`src/rtl/instruction_fetch.sv`:
```
`default_nettype none
// ============================================================================
// Module      : instruction_fetch
// Description : Serially loaded program store and fetch unit for the 3-bit
//               core. Streams (opcode, operand) word pairs to decode, follows
//               taken jumps from execute and halts when the instruction
//               pointer runs past the end of the loaded program.
// Revision    : 1.0 - initial release
// ============================================================================
module instruction_fetch #(
   parameter int PROG_DEPTH = 16,
   parameter int PC_W       = 4
) (
   input  logic            clk_i,
   input  logic            rst_ni,
   input  logic            load_valid_i,
   input  logic [2:0]      load_data_i,
   input  logic            load_done_i,
   input  logic            start_i,
   input  logic            stall_i,
   input  logic            jump_taken_i,
   input  logic [2:0]      jump_target_i,
   output logic [2:0]      opcode_o,
   output logic [2:0]      operand_o,
   output logic            instr_valid_o,
   output logic            halt_o,
   output logic [PC_W:0]   pc_o,
   output logic            load_err_o
);

   // Store capacity and unit increment at pointer width (one extra bit so
   // that a full store, PROG_DEPTH, is representable).
   localparam logic [PC_W:0] C_DEPTH = (PC_W+1)'(PROG_DEPTH);
   localparam logic [PC_W:0] C_ONE   = (PC_W+1)'(1);

   typedef enum logic [1:0] {
      ST_LOAD = 2'd0,
      ST_IDLE = 2'd1,
      ST_RUN  = 2'd2,
      ST_HALT = 2'd3
   } state_t;

   state_t          state_q, state_d;
   logic [2:0]      mem_q [PROG_DEPTH];
   logic [PC_W:0]   wr_ptr_q, wr_ptr_d;
   logic [PC_W:0]   len_q, len_d;
   logic [PC_W:0]   pc_q, pc_d;
   logic [2:0]      opcode_q, opcode_d;
   logic [2:0]      operand_q, operand_d;
   logic            valid_q, valid_d;
   logic            halt_q, halt_d;
   logic            load_err_q, load_err_d;

   logic            w_wr_room;
   logic            w_wr_en;
   logic [PC_W:0]   w_pc_inc1;
   logic            w_fetch_ok;
   logic [PC_W:0]   w_jump_pc;

   // Write acceptance, fetch-range test and zero-extended jump target.
   assign w_wr_room  = (wr_ptr_q != C_DEPTH);
   assign w_wr_en    = (state_q == ST_LOAD) && load_valid_i && w_wr_room;
   assign w_pc_inc1  = pc_q + C_ONE;
   assign w_fetch_ok = (w_pc_inc1 < len_q);
   assign w_jump_pc  = {{(PC_W-2){1'b0}}, jump_target_i};

   // Program store: written only while loading, contents survive execution.
   always_ff @(posedge clk_i) begin
      if (w_wr_en) begin
         mem_q[wr_ptr_q[PC_W-1:0]] <= load_data_i;
      end
   end

   // State and output registers; reset returns to LOAD with everything cleared.
   always_ff @(posedge clk_i or negedge rst_ni) begin
      if (!rst_ni) begin
         state_q    <= ST_LOAD;
         wr_ptr_q   <= '0;
         len_q      <= '0;
         pc_q       <= '0;
         opcode_q   <= '0;
         operand_q  <= '0;
         valid_q    <= 1'b0;
         halt_q     <= 1'b0;
         load_err_q <= 1'b0;
      end else begin
         state_q    <= state_d;
         wr_ptr_q   <= wr_ptr_d;
         len_q      <= len_d;
         pc_q       <= pc_d;
         opcode_q   <= opcode_d;
         operand_q  <= operand_d;
         valid_q    <= valid_d;
         halt_q     <= halt_d;
         load_err_q <= load_err_d;
      end
   end

   // Next-state logic: loading, start handshake, fetch/jump/stall, halt.
   always_comb begin
      state_d    = state_q;
      wr_ptr_d   = wr_ptr_q;
      len_d      = len_q;
      pc_d       = pc_q;
      opcode_d   = opcode_q;
      operand_d  = operand_q;
      valid_d    = valid_q;
      halt_d     = halt_q;
      load_err_d = load_err_q;

      case (state_q)
         ST_LOAD: begin
            if (load_valid_i) begin
               if (w_wr_room) begin
                  wr_ptr_d = wr_ptr_q + C_ONE;
               end else begin
                  load_err_d = 1'b1;
               end
            end
            // Length includes a word written in the same cycle.
            if (load_done_i) begin
               len_d   = wr_ptr_d;
               state_d = ST_IDLE;
            end
         end
         ST_IDLE: begin
            if (start_i) begin
               pc_d    = '0;
               state_d = ST_RUN;
            end
         end
         ST_RUN: begin
            // A jump wins over a stall and always inserts one bubble.
            if (jump_taken_i) begin
               pc_d    = w_jump_pc;
               valid_d = 1'b0;
            end else if (!stall_i) begin
               if (w_fetch_ok) begin
                  opcode_d  = mem_q[pc_q[PC_W-1:0]];
                  operand_d = mem_q[w_pc_inc1[PC_W-1:0]];
                  valid_d   = 1'b1;
                  pc_d      = pc_q + C_ONE + C_ONE;
               end else begin
                  valid_d = 1'b0;
                  halt_d  = 1'b1;
                  state_d = ST_HALT;
               end
            end
         end
         ST_HALT: begin
            if (start_i) begin
               halt_d  = 1'b0;
               pc_d    = '0;
               state_d = ST_RUN;
            end
         end
         default: begin
            state_d = ST_LOAD;
         end
      endcase
   end

   assign opcode_o      = opcode_q;
   assign operand_o     = operand_q;
   assign instr_valid_o = valid_q;
   assign halt_o        = halt_q;
   assign pc_o          = pc_q;
   assign load_err_o    = load_err_q;

endmodule
`default_nettype wire

```
`config.mk`:
```
export PLATFORM = sky130hd
export DESIGN_NAME = instruction_fetch
export DESIGN_NICKNAME = d
export VERILOG_FILES = /design/src/rtl/instruction_fetch.sv
export SDC_FILE = /design/constraint.sdc
export NUM_CORES = 1
export LEC_CHECK = 0
export CAP_MARGIN = 20
export CORE_ASPECT_RATIO = 1.5
export CORE_MARGIN = 4
export CORE_UTILIZATION = 62
export DETAILED_ROUTE_END_ITERATION = 7
export GPL_TIMING_DRIVEN = 0
export PLACE_DENSITY = 0.9
export SYNTH_ARGS = -nofsm -noshare
export SYNTH_HDL_FRONTEND = slang
export SYNTH_SLANG_ARGS = --single-unit
```
`constraint.sdc`:
```
create_clock -name clk_i -period 6.1 [get_ports clk_i]
set_input_delay 1.22 -clock clk_i [delete_from_list [all_inputs] [get_ports clk_i]]
set_output_delay 1.22 -clock clk_i [all_outputs]
set_load 0.1 [all_outputs]
```
==> results list, run 1 <==
- Final weighted congestion of routability-driven global placement: just over 0.9
- Final period utilization: 0.7119
* Initial DRC count: between 200 and 300
- Launch instance of the worst min-delay path: load_err_o
* Quantity of hold-fixing buffers added after cts: 0
* First-pass GRT wire length: between 10 and 15 mm
- Gates resized during post-CTS repair numbered 0.
* Total clock sinks: between 70 and 80
* Synthesis-to-finish area growth: 14.26%
- Maximum buffer depth of the clock tree: 2
- Core footprint: 0.005786 sq mm
- At the pin with the least slew margin, the transition time is 0.9780 ns.
- Leakage: about 1.6 nW
- FF-to-FF Start: pc_o[0]
- Highest Clock Rate: 230.3 MHz
* Fraction of final layout cells sized beyond drive strength 1: 0.2133
* Number of placement rows: 34
- Post-DR wirelength/cell: ~22 um
* Number of maximum-capacitance constraint violations: 0
- Clk slew on worst S/H paths: about 0.090 ns
- CTS root buffer: clkbuf_8
* Remaining max-slew budget at the tightest pin: 0.3459
- PD cells: approximately 450 mW/mm^2
* Most heavily used metal layer in global routing: met2
- Final non-filler cell total: 358
* CP max FO: 10
- The synthesized design contains 48 enable-type register cells.
- For met1 alone, demand over resource in global routing was 0.2951.
- In this run the worst hold path is classified as flop to flop.
- DP HPWL: 5.773 mm
- Dividing the detail-routed via count by the number of cells gives 6.620.
- Entering global routing, the biggest net connects 21 pins.
- Category of the worst setup path capture point: flop
- Final hold viol count: 0
* Number of antenna repair diodes: 0
- STA puts the critical path data arrival time at 4.57 ns.
* DRC violations left: 0
* Critical path required time: 6.33 ns
- Horizontal die dimension: between 70 and 80 um
* Startpoint type of the worst setup path: flop
* Post-synthesis area per instance: 15.11 sq um
* Proportion of synthesized chip area in sequential cells: 0.5651
- For this run, asynchronously set or reset flops after synthesis account for 0.3514.
- Number of synthesized register bits: 74
* Vias in the first global route: 2,389
* Total congestion overflow: 0
* Area of the mapped netlist: 0.003702 sq mm
* Layout Skew: approximately 0.009 ns
- Fraction of met2 tracks used by global routing: 0.4074
- Area used by multi-input combinational logic: 0.001493 sq mm
- Initial core utilization: 0.6399
* Antenna violations before repair: 0
* Total number of vias: about 2.4k
- Count of input and output buffers: 24
- Overall track demand over capacity in global routing: 0.2343
- For met3 alone, demand over resource in global routing was 0.05268.
- Total number of nets in the final design: 304
* RSZ-0062 raised after global routing: no
* Total Die Area: between 0.007 and 0.008 sq mm
- TritonCTS built the clock tree.
- Warnings, synthesis: 0
* Critical path start-end classification: flop to flop
- Worst voltage drop across the vdd grid: approximately 200 uV
- Setup total negative slack on the finished layout was measured at 0 ns.
* Count of different cell masters after synthesis: 38
* Post-Place Cells: 342
* Final setup viols: 0
* Number of placed I/O pins: 27
- Post-CTS Repair Setup Buffers: 0
- Aggregate routed wire length: approximately 7.8 mm
- The clock tree synthesis step divided the H-tree into 3 levels.
- Tracing the worst setup path back leads to its startpoint at pc_o[0].
- ANT nets after route: 0
* First drt pass iteration count: 5
- Measured along the y axis, the die boundary spans approximately 100 um.
- Result of the run: finished, final reports clean
* Pins Over Slew Limit: 0
* Clock Latency Late Sink: 0.35 ns
* Post-synth net total: approximately 270
* Storage cell area: 0.002092 sq mm
- After layout, the minimum clock period comes to roughly 4.3 ns.
- Main synth FF type: edfxtp_1
* Number of filler instances in the final layout: around 330
* Clock buffers created by TritonCTS: 9
- Mapped Cells: 245
==> critical path: stages (launching register included) <==
cell and delay [ns]:
dfrtp_1 0.46, buf_6 0.23, buf_8 0.17, buf_2 0.30, inv_1 0.13, ha_1 0.45, clkbuf_1 0.52, inv_1 0.18
ha_1 0.23, a21o_1 0.17, a31oi_1 0.13, o21ai_1 0.15, or4_1 0.48, clkbuf_1 0.24, mux2_1 0.37
==> sequential cells by signal (all words and copies together), names as in the netlist <==
register and count:
instr_valid_o 1, pc_o 5, operand_o 3, load_err_o 1
mem_q 48, halt_o 1, state_q 2, len_q 5
opcode_o 3, wr_ptr_q 5
==> cells in the mapped netlist, types with 2 or more instances <==
library cell / number / share of area
mux2_1: 2 / 0.0061
nor3b_1: 3 / 0.0061
o21ai_0: 4 / 0.0054
mux2i_1: 2 / 0.0054
nand4_1: 2 / 0.0034
a21oi_1: 10 / 0.014
clkbuf_1: 8 / 0.0081
xor2_1: 5 / 0.012
inv_1: 10 / 0.010
nor2_1: 14 / 0.014
mux4_2: 30 / 0.18
xnor2_1: 8 / 0.019
nand2_1: 14 / 0.014
ha_1: 10 / 0.034
edfxtp_1: 48 / 0.39
dfrtp_1: 26 / 0.18
nand3_1: 3 / 0.0041
buf_6: 2 / 0.0061
nor3_1: 2 / 0.0027
mux2_2: 8 / 0.024
and2_1: 17 / 0.029
==> metal layers <==
| layer | up-vias | share of wire |
|---|---|---|
| met3 | 20 | 0.068 |
| met1 | 1210 | 0.38 |
| met4 | 0 | 0.020 |
| met5 | - | 0 |
| met2 | 132 | 0.54 |
| li1 | 1008 | - |
==> where the power goes <==
part	total, mW	switching (mW)	internal [mW]	leakage [nW]
Sequential	0.619	0.0427	0.576	0.742
Combinational	0.949	0.569	0.380	0.731
Clock	0.351	0.197	0.154	0.0872
==> final timing paths <==
path | to | slack [ns] | cells past startpoint
max | operand_o[2] | 1.76 | 14
min | load_err_o | 0.48 | 1
max reg2reg | operand_o[2] | 1.76 | 14
min reg2reg | load_err_o | 0.48 | 1
max in group asynchronous | wr_ptr_q[2] | 4.52 | 2
min in group asynchronous | opcode_o[0] | 1.14 | 1
==> cell families after synthesis <==
kind of cell	synth area share
compound gates	0.03785
xor+xnor	0.03075
fa+ha+maj	0.03380
buf+inv	0.03177
flops	0.5651
mux	0.2183
simple gates	0.08246
==> layout make-up <==
class                   count  share of cell area
clock buffers               9             0.02928
repair buffers             25             0.06034
flip-flops and latches     74              0.4945
well taps                  72             0.02130
multi-input cells         148              0.3529
inverters                  10            0.008873
clock inverters             7             0.01390
plain buffers              13             0.01893
==> metrics by stage <==
step	utilization	power, mW	setup slack, ns	hold slack, ns	instance area [sq um]
global placement	0.6970	1.550	1.943	0.4538	4033
floorplan	-	1.360	1.959	0.4818	3702
CTS	0.7312	1.928	1.797	0.4810	4230
global route	0.7312	1.992	1.631	0.4936	4230
detailed placement	0.6996	1.578	1.867	0.4624	4048
finish	0.7312	1.918	1.757	0.4781	4230
==> cell usage in the layout (no fill, tap or decap), types with 3 or more instances in the layout <==
master,n
nor2_1,14
inv_6,4
clkbuf_8,9
nor3b_1,3
clkbuf_1,8
dfrtp_1,26
nand3_1,3
xnor2_1,8
mux2_2,8
mux4_2,30
o21ai_0,4
ha_1,10
clkdlybuf4s50_1,24
xor2_1,5
and2_1,17
edfxtp_1,48
nand2_1,14
a21oi_1,10
inv_1,10
Power figures use the tool's default switching activity.
==> run 2: changes to the inputs <==
--- a/config.mk
+++ b/config.mk
@@ -8,10 +8,10 @@
 export CAP_MARGIN = 20
 export CORE_ASPECT_RATIO = 1.5
 export CORE_MARGIN = 4
-export CORE_UTILIZATION = 62
+export CORE_UTILIZATION = 53
 export DETAILED_ROUTE_END_ITERATION = 7
 export GPL_TIMING_DRIVEN = 0
-export PLACE_DENSITY = 0.9
+export PLACE_DENSITY = 0.82
 export SYNTH_ARGS = -nofsm -noshare
 export SYNTH_HDL_FRONTEND = slang
 export SYNTH_SLANG_ARGS = --single-unit
==> constraint.sdc (replaced) <==
create_clock -name clk_i -period 3.65 [get_ports clk_i]
set_input_delay 0.73 -clock clk_i [delete_from_list [all_inputs] [get_ports clk_i]]
set_output_delay 0.73 -clock clk_i [all_outputs]
set_load 0.1 [all_outputs]
==> run 2 against run 1 <==
  * Critical path depth decreased by 2
  * Clock power increased by 75%
  * Final cell count increased by 0.84%
  * Sequential share of layout area decreased by 0.20 points
  * Fmax increased by 26%
  * Highest routed layer unchanged
  * Hold slack improved by 0.0050 ns
  * Routed wire length decreased by 7.9%
  * Worst setup slack got worse by 1.6 ns
  * Register-to-register slack got worse by 1.6 ns
  * Critical path type unchanged
  * First-iteration DRC count decreased by 22%
  * Die area increased by 15%
==> results list, run 2 (same netlist as run 1, synthesis figures left out) <==
- Flop pwr share: 0.322 (about the same)
* Startpoint type of the worst setup path: flop (unchanged)
* Critical-path cell with the highest stage delay: or4_1 (was clkbuf_1)
- The final max-slew violation count is 0 (unchanged).
* Aggregate routed wire length: 7.165 mm (was 7.778 mm)
- Layout Cell Area excl Fill: 0.004258 sq mm (was 0.004230 sq mm)
* CP top delay family: buffers and inverters (unchanged)
- Cell internal pwr: 1.924 mW (was 1.110 mW)
* Slew @ Worst Pin: 0.9743 ns (was 0.9780 ns)
* Clock buffers created by TritonCTS: 9 (unchanged)
* Overall track demand over capacity in global routing: 0.1840 (was 0.2343)
* ANT nets after route: 0 (unchanged)
- The CTS tree is done (unchanged).
* PD cells: 756.1 mW/mm^2 (was 453.5 mW/mm^2)
- Post-layout minimum cycle time: 3.448 ns (was 4.343 ns)
- The initial antenna violation count is 0 (unchanged).
* Number of maximum-capacitance constraint violations: 0 (unchanged)
* Vias in the first global route: 2,181 (was 2,389)
- The area enclosed by the die boundary is 0.008414 sq mm (was 0.007297 sq mm).
- The clock input transition at the sequential cells of the worst setup and hold paths is 0.08 ns (was 0.09 ns).
- Post-Place Cells: 348 (was 342)
* First-pass GRT wire length: 11.41 mm (was 12.60 mm)
* Leakage: 1.563 nW (was 1.560 nW)
- The required time of the critical path came to 3.88 ns (was 6.33 ns).
- DP HPWL: 5.500 mm (was 5.773 mm)
* Dpl ws: -0.2663 ns (was 1.867 ns)
- The sum of negative setup slack came to 0 ns (unchanged).
- Remaining max-slew budget at the tightest pin: 0.3484 (was 0.3459)
- The weighted congestion reported at the end of routability-driven placement is 0.8554 (was 0.9270).
- The chip height came to 110.4 um (was 102.6 um).
* Number of placement rows: 37 (was 34)
- Initial DRC count: 197 (was 252)
- The commonest non-fill, non-tap cell in the layout is edfxtp_1 (unchanged).
* Pin count of the biggest net entering global routing: 20 (was 21)
- Maximum buffer depth of the clock tree: 2 (unchanged)
* Post-DR wirelength/cell: 19.85 um (was 21.73 um)
- The placeable core region was 0.006852 sq mm (was 0.005786 sq mm).
- Total clock sinks: 74 (unchanged)
* Worst voltage drop across the vdd grid: 390.6 uV (was 200.9 uV)
- Final hold viol count: 0 (unchanged)
- Most frequent cells in the layout: edfxtp_1 (48), mux4_2 (30), dfrtp_1 (24), clkdlybuf4s50_1 (24), and2_1 (17) (was edfxtp_1 (48), mux4_2 (30), dfrtp_1 (26)).
* Critical path start-end classification: flop to flop (unchanged)
- The detailed-route DRC error count was 0 (unchanged).
* Clock Power Share: 0.191 (was 0.183)
- The clock latency at the later pin of the worst-skew pair was 0.35 ns (about the same).
* Final non-filler cell total: 361 (was 358)
* Post-CTS Repair Setup Buffers: 0 (unchanged)
- Result of the run: finished, final reports clean (unchanged)
* Total congestion overflow: 0 (unchanged)
- The overall die width came to 76.24 um (was 71.10 um).
- The flip-flop count of the largest register after layout is 48 (unchanged).
- The switching part of the total was 0.4024 (was 0.4215).
- Vias per std cell: 5.953 (was 6.620)
- Category of the worst setup path capture point: flop (unchanged)
- The maximum cell stage delay along the critical path came to 0.69 ns (was 0.52 ns).
- Total number of vias: 2,149 (was 2,370)
- The effective utilization at floorplan is 0.5404 (was 0.6399).
- Count of input and output buffers: 24 (unchanged)
* Total power after layout: 3.219 mW (was 1.918 mW)
- Net switching power: 1.295 mW (was 808.4 uW)
- First drt pass iteration count: 4 (was 5)
- The total inserted antenna cells was 0 (unchanged).
- Fraction of final layout cells sized beyond drive strength 1: 0.2261 (was 0.2133)
- The achievable clock frequency came to 290.0 MHz (was 230.3 MHz).
* Hold_ws: 0.4830 ns (was 0.4781 ns)
- Number of filler instances in the final layout: 526 (was 334)
- The combinational group share of total power came to 0.487 (was 0.495).
* Final setup viols: 0 (unchanged)
* Tightest Hold Check Type: flop to flop (unchanged)
- CTS root buffer: clkbuf_8 (unchanged)
* Worst path buffer plus inverter count: 5 (was 7)
* Synthesis-to-finish area growth: 15.00% (was 14.26%)
- RSZ-0062 raised after global routing: no (unchanged).
- Quantity of hold-fixing buffers added after cts: 0 (unchanged)
* Cell area after placement: 0.004061 sq mm (was 0.004048 sq mm)
* CP max FO: 19 (was 10)
* Final period utilization: 0.9446 (was 0.7119)
* Max H-tree Level: 3 (unchanged)
- Data arrival, critical path: 3.68 ns (was 4.57 ns)
- The share of the core filled with cells is 0.6214 (was 0.7312).
* Layout Skew: 0.01088 ns (was 0.009019 ns)
* Number of placed I/O pins: 27 (unchanged)
- The number of nets in the finished design is 302 (was 304).
- Cell repeated most along the worst path: inv_1
- The setup slack after layout came to 0.2022 ns (was 1.757 ns).
* Cell Chain, Critical Path: buf_6 > buf_8 > inv_1 > ha_2 > buf_4 > inv_1 > ha_1 > a21o_1 > a31oi_1 > o21ai_1 > or4_1 > mux2_1 (was buf_6 > buf_8 > buf_2 > inv_1 > ha_1 > clkbuf_1 > inv_1 > ha_1 > a21o_1 > a31oi_1 > o21ai_1 > or4_1 > clkbuf_1 > mux2_1)
==> run 2: routing by layer <==
layer,global-route usage,routed length (um),up-vias,share of wire
met1,0.2048,2642,1080,0.37
met5,0,0,-,0
met4,0.1010,197,0,0.027
met3,0.03496,356,13,0.050
li1,-,-,990,-
met2,0.3346,3969,66,0.55
==> run 2: repair_timing <==
item / in CTS / in global routing
cloned: 0 / 0
resized for setup: 1 / 3
endpoints found under the setup margin: 7 / 6
==> run 2: path summary, 6_finish.rpt <==
| path | end | depth (start not counted) | slack [ns] | start |
|---|---|---|---|---|
| max in group asynchronous | len_q[0] | 2 | 2.37 | rst_ni |
| min in group asynchronous | opcode_o[0] | 1 | 0.76 | rst_ni |
| worst max register to register | operand_o[2] | 12 | 0.20 | pc_o[0] |
| worst max-delay path | operand_o[2] | 12 | 0.20 | pc_o[0] |
| worst min-delay path | load_err_o | 1 | 0.48 | load_err_o |
| worst min register to register | load_err_o | 1 | 0.48 | load_err_o |
==> run 2: cell type report <==
type	instances	area, sq um	share of cell area
repair buffers	25	255.2	0.05995
multi-input cells	148	1503	0.3529
plain buffers	11	75.07	0.01763
inverters	10	37.54	0.008816
clock buffers	9	123.9	0.02909
flip-flops and latches	74	2097	0.4925
clock inverters	6	68.82	0.01616
well taps	78	97.59	0.02292
==> run 2: worst reg2reg max path: stages (launching register included) <==
cell and delay, ns:
dfrtp_4 0.45, buf_6 0.19, buf_8 0.21, inv_1 0.08, ha_2 0.40, buf_4 0.22, inv_1 0.08, ha_1 0.18
a21o_1 0.17, a31oi_1 0.13, o21ai_1 0.15, or4_1 0.69, mux2_1 0.38
==> run 2: power by group through the flow <==
stage / sequential, mW / clock, mW / combinational [mW]
6_report: 1.04 / 0.616 / 1.57
5_1_grt: 1.05 / 0.670 / 1.66
4_1_cts: 1.04 / 0.623 / 1.57
3_5_place_dp: 1.05 / 0 / 1.57
3_3_place_gp: 1.05 / 0 / 1.55
2_1_floorplan: 1.50 / 0 / 0.781
==> run 3: changes to the inputs <==
--- a/config.mk
+++ b/config.mk
@@ -7,7 +7,7 @@
 export LEC_CHECK = 0
 export CAP_MARGIN = 20
 export CORE_ASPECT_RATIO = 1.5
-export CORE_MARGIN = 4
+export CORE_MARGIN = 2
 export CORE_UTILIZATION = 53
 export DETAILED_ROUTE_END_ITERATION = 7
 export GPL_TIMING_DRIVEN = 0
==> run 3 against run 2 <==
  * Clock-buffer cell count did not move
  * Via count rose by 1.5%
  * Non-clock buffer count did not move
  * Sequential cell count did not move
  * Design area fell by 0.56%
  * Utilization rose by 0.073 points
  * Final cell count rose by 0.28%
  * Largest cell class unchanged
==> results list, run 3 (same netlist as run 1, synthesis figures left out) <==
* Total number of nets in the final design: 302 (unchanged)
- The initial antenna violation count was 0 (unchanged).
- Number of flip-flops under the largest register name: 48 (unchanged)
* CTS root buffer: clkbuf_8 (unchanged)
- The achievable clock frequency was 289.7 MHz (was 290.0 MHz).
* Initial core utilization: 0.5440 (was 0.5404)
* Number of maximum-capacitance constraint violations: 0 (unchanged)
- Post-DR wirelength/cell: 20.28 um (was 19.85 um)
- First drt pass iteration count: 5 (was 4)
* Startpoint type of the worst setup path: flop (unchanged)
* PD cells: 748.2 mW/mm^2 (was 756.1 mW/mm^2)
- First-pass GRT wire length: 12.14 mm (was 11.41 mm)
* ANT nets after route: 0 (unchanged)
- The number of buffers on the longest clock path came to 2 (unchanged).
- The detailed-route DRC error count is 0 (unchanged).
* Total clock sinks: 74 (unchanged)
- Synthesis-to-finish area growth: 14.36% (was 15.00%)
- Tightest Hold Check Type: flop to flop (unchanged)
- Remaining max-slew budget at the tightest pin: 0.3524 (was 0.3484)
- Leakage: 1.556 nW (was 1.563 nW)
- Number of placement rows: 37 (unchanged)
- The commonest non-fill, non-tap cell in the layout was edfxtp_1 (unchanged).
* Total congestion overflow: 0 (unchanged)
* Worst voltage drop across the vdd grid: 410.3 uV (was 390.6 uV)
- Final weighted congestion of routability-driven global placement: 0.9630 (was 0.8554)
* Total Die Area: 0.007684 sq mm (was 0.008414 sq mm)
- Final period utilization: 0.9459 (was 0.9446)
- The required time of the critical path came to 3.90 ns (was 3.88 ns).
- Total number of vias: 2,182 (was 2,149)
- Initial DRC count: 231 (was 197)
- The number of buffers added by the clock tree synthesis step came to 9 (unchanged).
- The actual transition at the worst max-transition pin is 0.9684 ns (was 0.9743 ns).
* Die height: 106.4 um (was 110.4 um)
- Core footprint: 0.006805 sq mm (was 0.006852 sq mm)
- CTS tree: done (unchanged)
* Number of placed I/O pins: 27 (unchanged)
* Number of filler instances in the final layout: 495 (was 526)
* Final non-filler cell total: 362 (was 361)
- Number of antenna repair diodes: 0 (unchanged)
* Category of the worst setup path capture point: flop (unchanged)
- Vias per std cell: 6.028 (was 5.953)
- The data arrival time of the critical path was 3.70 ns (was 3.68 ns).
- Critical path start-end classification: flop to flop (unchanged)
* Post-Place Cells: 348 (unchanged)
* Max H-tree Level: 3 (unchanged)
- Clk slew on worst S/H paths: 0.08 ns (about the same)
- The fraction of layout instances using a drive strength above 1 was 0.2254 (was 0.2261).
- The clock tree skew after final layout was 0.008308 ns (was 0.01088 ns).
- Pin count of the biggest net entering global routing: 20 (unchanged)
* Core utilization of the finished layout: 0.6222 (was 0.6214)
- The HPWL after detailed placement came to 5.593 mm (was 5.500 mm).
* Final setup viols: 0 (unchanged)
* Pins Over Slew Limit: 0 (unchanged)
- The overall die width came to 72.24 um (was 76.24 um).
- Count of input and output buffers: 24 (unchanged)
* Most frequent cells in the layout: edfxtp_1 (48), mux4_2 (30), dfrtp_1 (24), clkdlybuf4s50_1 (24), and2_1 (17) (unchanged)
- Aggregate routed wire length: 7.342 mm (was 7.165 mm)
- The final number of hold-violating endpoints came to 0 (unchanged).
- The overall fraction of global-route tracks in use is 0.2170 (was 0.1840).
- Result of the run: finished, final reports clean (unchanged).
- The maximum fanout count along the critical path came to 19 (unchanged).
* Clock Latency Late Sink: 0.36 ns (was 0.35 ns)
- The via count of the first global-routing pass was 2,341 (was 2,181).
- The reg-to-reg setup timing slack came to 0.20 ns (about the same).
* Post-layout minimum cycle time: 3.452 ns (was 3.448 ns)
- RSZ-0062 raised after global routing: no (unchanged).
-- run 3: changes by cell type in the layout (fill, tap and decap cells not counted), sizes merged --
cell      previous run  this run
inv                 10        13
bufinv               1         0
clkinvlp             1         2
buf                  6         5
clkinv               4         2
clkbuf              15        16
-- run 3: cell type report --
type                            count  area [sq um]  share of cell area
Tap cell                           78         97.59             0.02305
Timing Repair Buffer               25         255.2             0.06028
Inverter                           10         37.54            0.008865
Buffer                             11         75.07             0.01773
Multi-Input combinational cell    148          1496              0.3534
Clock buffer                        9         123.9             0.02926
Sequential cell                    74          2097              0.4953
Clock inverter                      7         51.30             0.01212
-- run 3: worst paths after layout --
path	from	end	cells past startpoint
max reg2reg	pc_o[0]	operand_o[0]	12
max	pc_o[0]	operand_o[0]	12
max in group asynchronous	rst_ni	pc_o[0]	2
min	load_err_o	load_err_o	1
min in group asynchronous	rst_ni	halt_o	1
min reg2reg	load_err_o	load_err_o	1
-- run 3: critical path, cell delays in order (launching register included) --
cell	delay, ns
dfrtp_4	0.45
buf_6	0.20
buf_8	0.21
inv_1	0.08
ha_1	0.42
clkbuf_4	0.29
inv_1	0.08
ha_1	0.18
a21o_1	0.17
a31oi_1	0.13
o21ai_1	0.16
or4_4	0.59
mux2_1	0.35
-- run 3: repair_timing --
item / in CTS / in global routing
hold endpoints to repair: 0 / 0
buffers inserted: 0 / 0
resized for setup: 1 / 1
setup endpoints to repair: 8 / 6
hold buffers: 0 / 0
-- run 3: routing by layer --
layer | global-route usage | share of wire | vias up
li1 | - | - | 994
met1 | 0.2559 | 0.39 | 1102
met2 | 0.3748 | 0.55 | 67
met3 | 0.03128 | 0.034 | 19
met4 | 0.1159 | 0.033 | 0
met5 | 0 | 0 | -
-- run 3: through the flow --
| stage | instance area [sq um] | setup TNS [ns] | power (mW) | setup WS [ns] | hold WS [ns] |
|---|---|---|---|---|---|
| after floorplan | 3709 | 0 | 2.280 | 0.04968 | 0.4344 |
| after global placement | 4046 | -1.293 | 2.596 | -0.2375 | 0.4568 |
| after detailed placement | 4061 | -1.597 | 2.625 | -0.2973 | 0.4602 |
| after CTS | 4234 | 0 | 3.189 | 0.01257 | 0.4810 |
| after global routing | 4234 | 0 | 3.300 | 0.01260 | 0.5049 |
| final | 4234 | 0 | 3.168 | 0.1976 | 0.4750 |
-- run 3: power by group --
group,internal [mW],switching [mW]
Clock,0.251,0.320
Sequential,0.967,0.0671
Combinational,0.638,0.925
Total,1.86,1.31
==> variant (config.mk and constraints of run 2) <==
Reset style: synchronous (`rst_ni`), changed in one clocked block.
--- a/src/rtl/instruction_fetch.sv
+++ b/src/rtl/instruction_fetch.sv
@@ -72,7 +72,7 @@
    end
 
    // State and output registers; reset returns to LOAD with everything cleared.
-   always_ff @(posedge clk_i or negedge rst_ni) begin
+   always_ff @(posedge clk_i) begin
       if (!rst_ni) begin
          state_q    <= ST_LOAD;
          wr_ptr_q   <= '0;
Function: differs if rst_ni is asserted again (counterexample within 4 cycles, from zero or initial values and one cycle with rst_ni low); with rst_ni held inactive, the same outputs for 10 cycles.
==> variant against run 2 <==
  * Count of clock-buffer cells in the layout stayed put
  * Final area down 0.71%
  * Utilization rose by 1.7 points
  * Worst setup slack better by 0.17 ns
  * Critical path depth unchanged
  * Global-route usage increased by 2.1 points
  * Synthesized cell count grew 15%
  * Largest cell class unchanged
  * Routed wire length increased by 11%
  * Synthesized area down 0.78%
  * Sequential cell count unchanged
Power is not compared: it rests on default switching activity, and its combinational part moved more than twofold at a synthesized area within 25%.
==> variant: results (changes against run 2) <==
run status - completed
Synth Area in Compound Gates - 6.676% (+2.9 points)
Worst path max stage delay - 0.61 ns (-0.08 ns)
mux cell area share after synthesis - 18.94% (-2.9 points)
worst path arrival time - 3.50 ns (-0.18 ns)
syn_nets - 304 (+13%)
WL per Instance - 19.91 um (+0.30%)
Initial DRC Count - 162 (-18%)
Commonest cells post-synth - edfxtp_1 (48), nor2_1 (37), dfxtp_1 (26), nand2_1 (21), mux4_2 (17)
filler instances - 489 (-7.0%)
vias in the first global route - 2447 (+12%)
largest net degree at the start of global routing - 17 (-15%)
post-cts sizing count - 0 (-1)
post-synth cell types - 39 (+2.6%)
post-synthesis adder-cell area fraction - 3.406% (+0.026 points)
Slowest-stage cell, CP - ha_1
wire length on met2 - 4.210 mm (+6.1%)
share of cells above drive strength 1 - 12.73% (-9.9 points)
HP Start - opcode_o[0]
Slew headroom - 35.08% (+0.24 points)
Area after DPL - 4029 um^2 (-0.80%)
global-route wire length before repair - 12.81 mm (+12%)
Post-Synth XOR/XNOR Area - 3.304% (+0.23 points)
wl on met1 - 2.962 mm (+12%)
GP Congestion - 0.8750 (+2.3%)
Overall Global Routing Usage - 20.48% (+2.1 points)
met3 WL - 396 um (+11%)
variant: through the flow:
step	setup WS (ns)	total power (uW)	instances
2_1_floorplan	0.02909	1070	281
3_3_place_gp	0.2661	1124	383
3_5_place_dp	0.1338	1131	383
4_1_cts	0.1268	1770	399
5_1_grt	0.08253	1834	398
6_report	0.3737	1763	398
variant: path summary, 6_finish.rpt:
path              depth (start not counted)            to  slack (ns)
setup / recovery                         12  operand_o[0]        0.37
hold / removal                            2   opcode_o[0]        0.47
setup reg to reg                         12  operand_o[0]        0.37
hold reg to reg                           2   opcode_o[0]        0.47
variant: layout make-up:
cell class              instances  area, um^2  share of cell area [%]
clock inverters                 7       78.83                   1.864
inverters                      14       52.55                   1.243
repair buffers                 26       260.3                   6.156
well taps                      76       95.09                   2.249
flip-flops and latches         74        1962                   46.40
plain buffers                  13       71.32                   1.687
clock buffers                   9       123.9                   2.930
multi-input cells             179        1584                   37.47
variant: kinds of logic after synthesis:
| logic type | count (synthesis) |
|---|---|
| compound gates | 35 |
| mux | 32 |
| xor+xnor | 13 |
| simple gates | 89 |
| buf+inv | 28 |
| fa+ha+maj | 10 |
| flops | 74 |
variant: worst max-delay path: cells and delay by family, from the launching register on:
kind                     cells  cell delay, ns
AND/OR/NAND/NOR              1            0.05
buffers and inverters        5            1.00
adder cells (fa/ha/maj)      2            0.83
multiplexers                 1            0.21
AO/OA/AOI/OAI                3            0.62
flip-flops                   1            0.43
variant: layer usage:
layer | vias to the layer above | track usage (%)
li1 | 1135 | -
met1 | 1185 | 22.16
met2 | 87 | 35.91
met3 | 25 | 4.590
met4 | 0 | 13.36
met5 | - | 0
variant: power by group:
part / internal (uW) / switching [uW] / leakage (uW)
clock network: 321 / 329 / 0.0000990
logic: 77.0 / 110 / 0.000720
registers: 911 / 15.2 / 0.000644
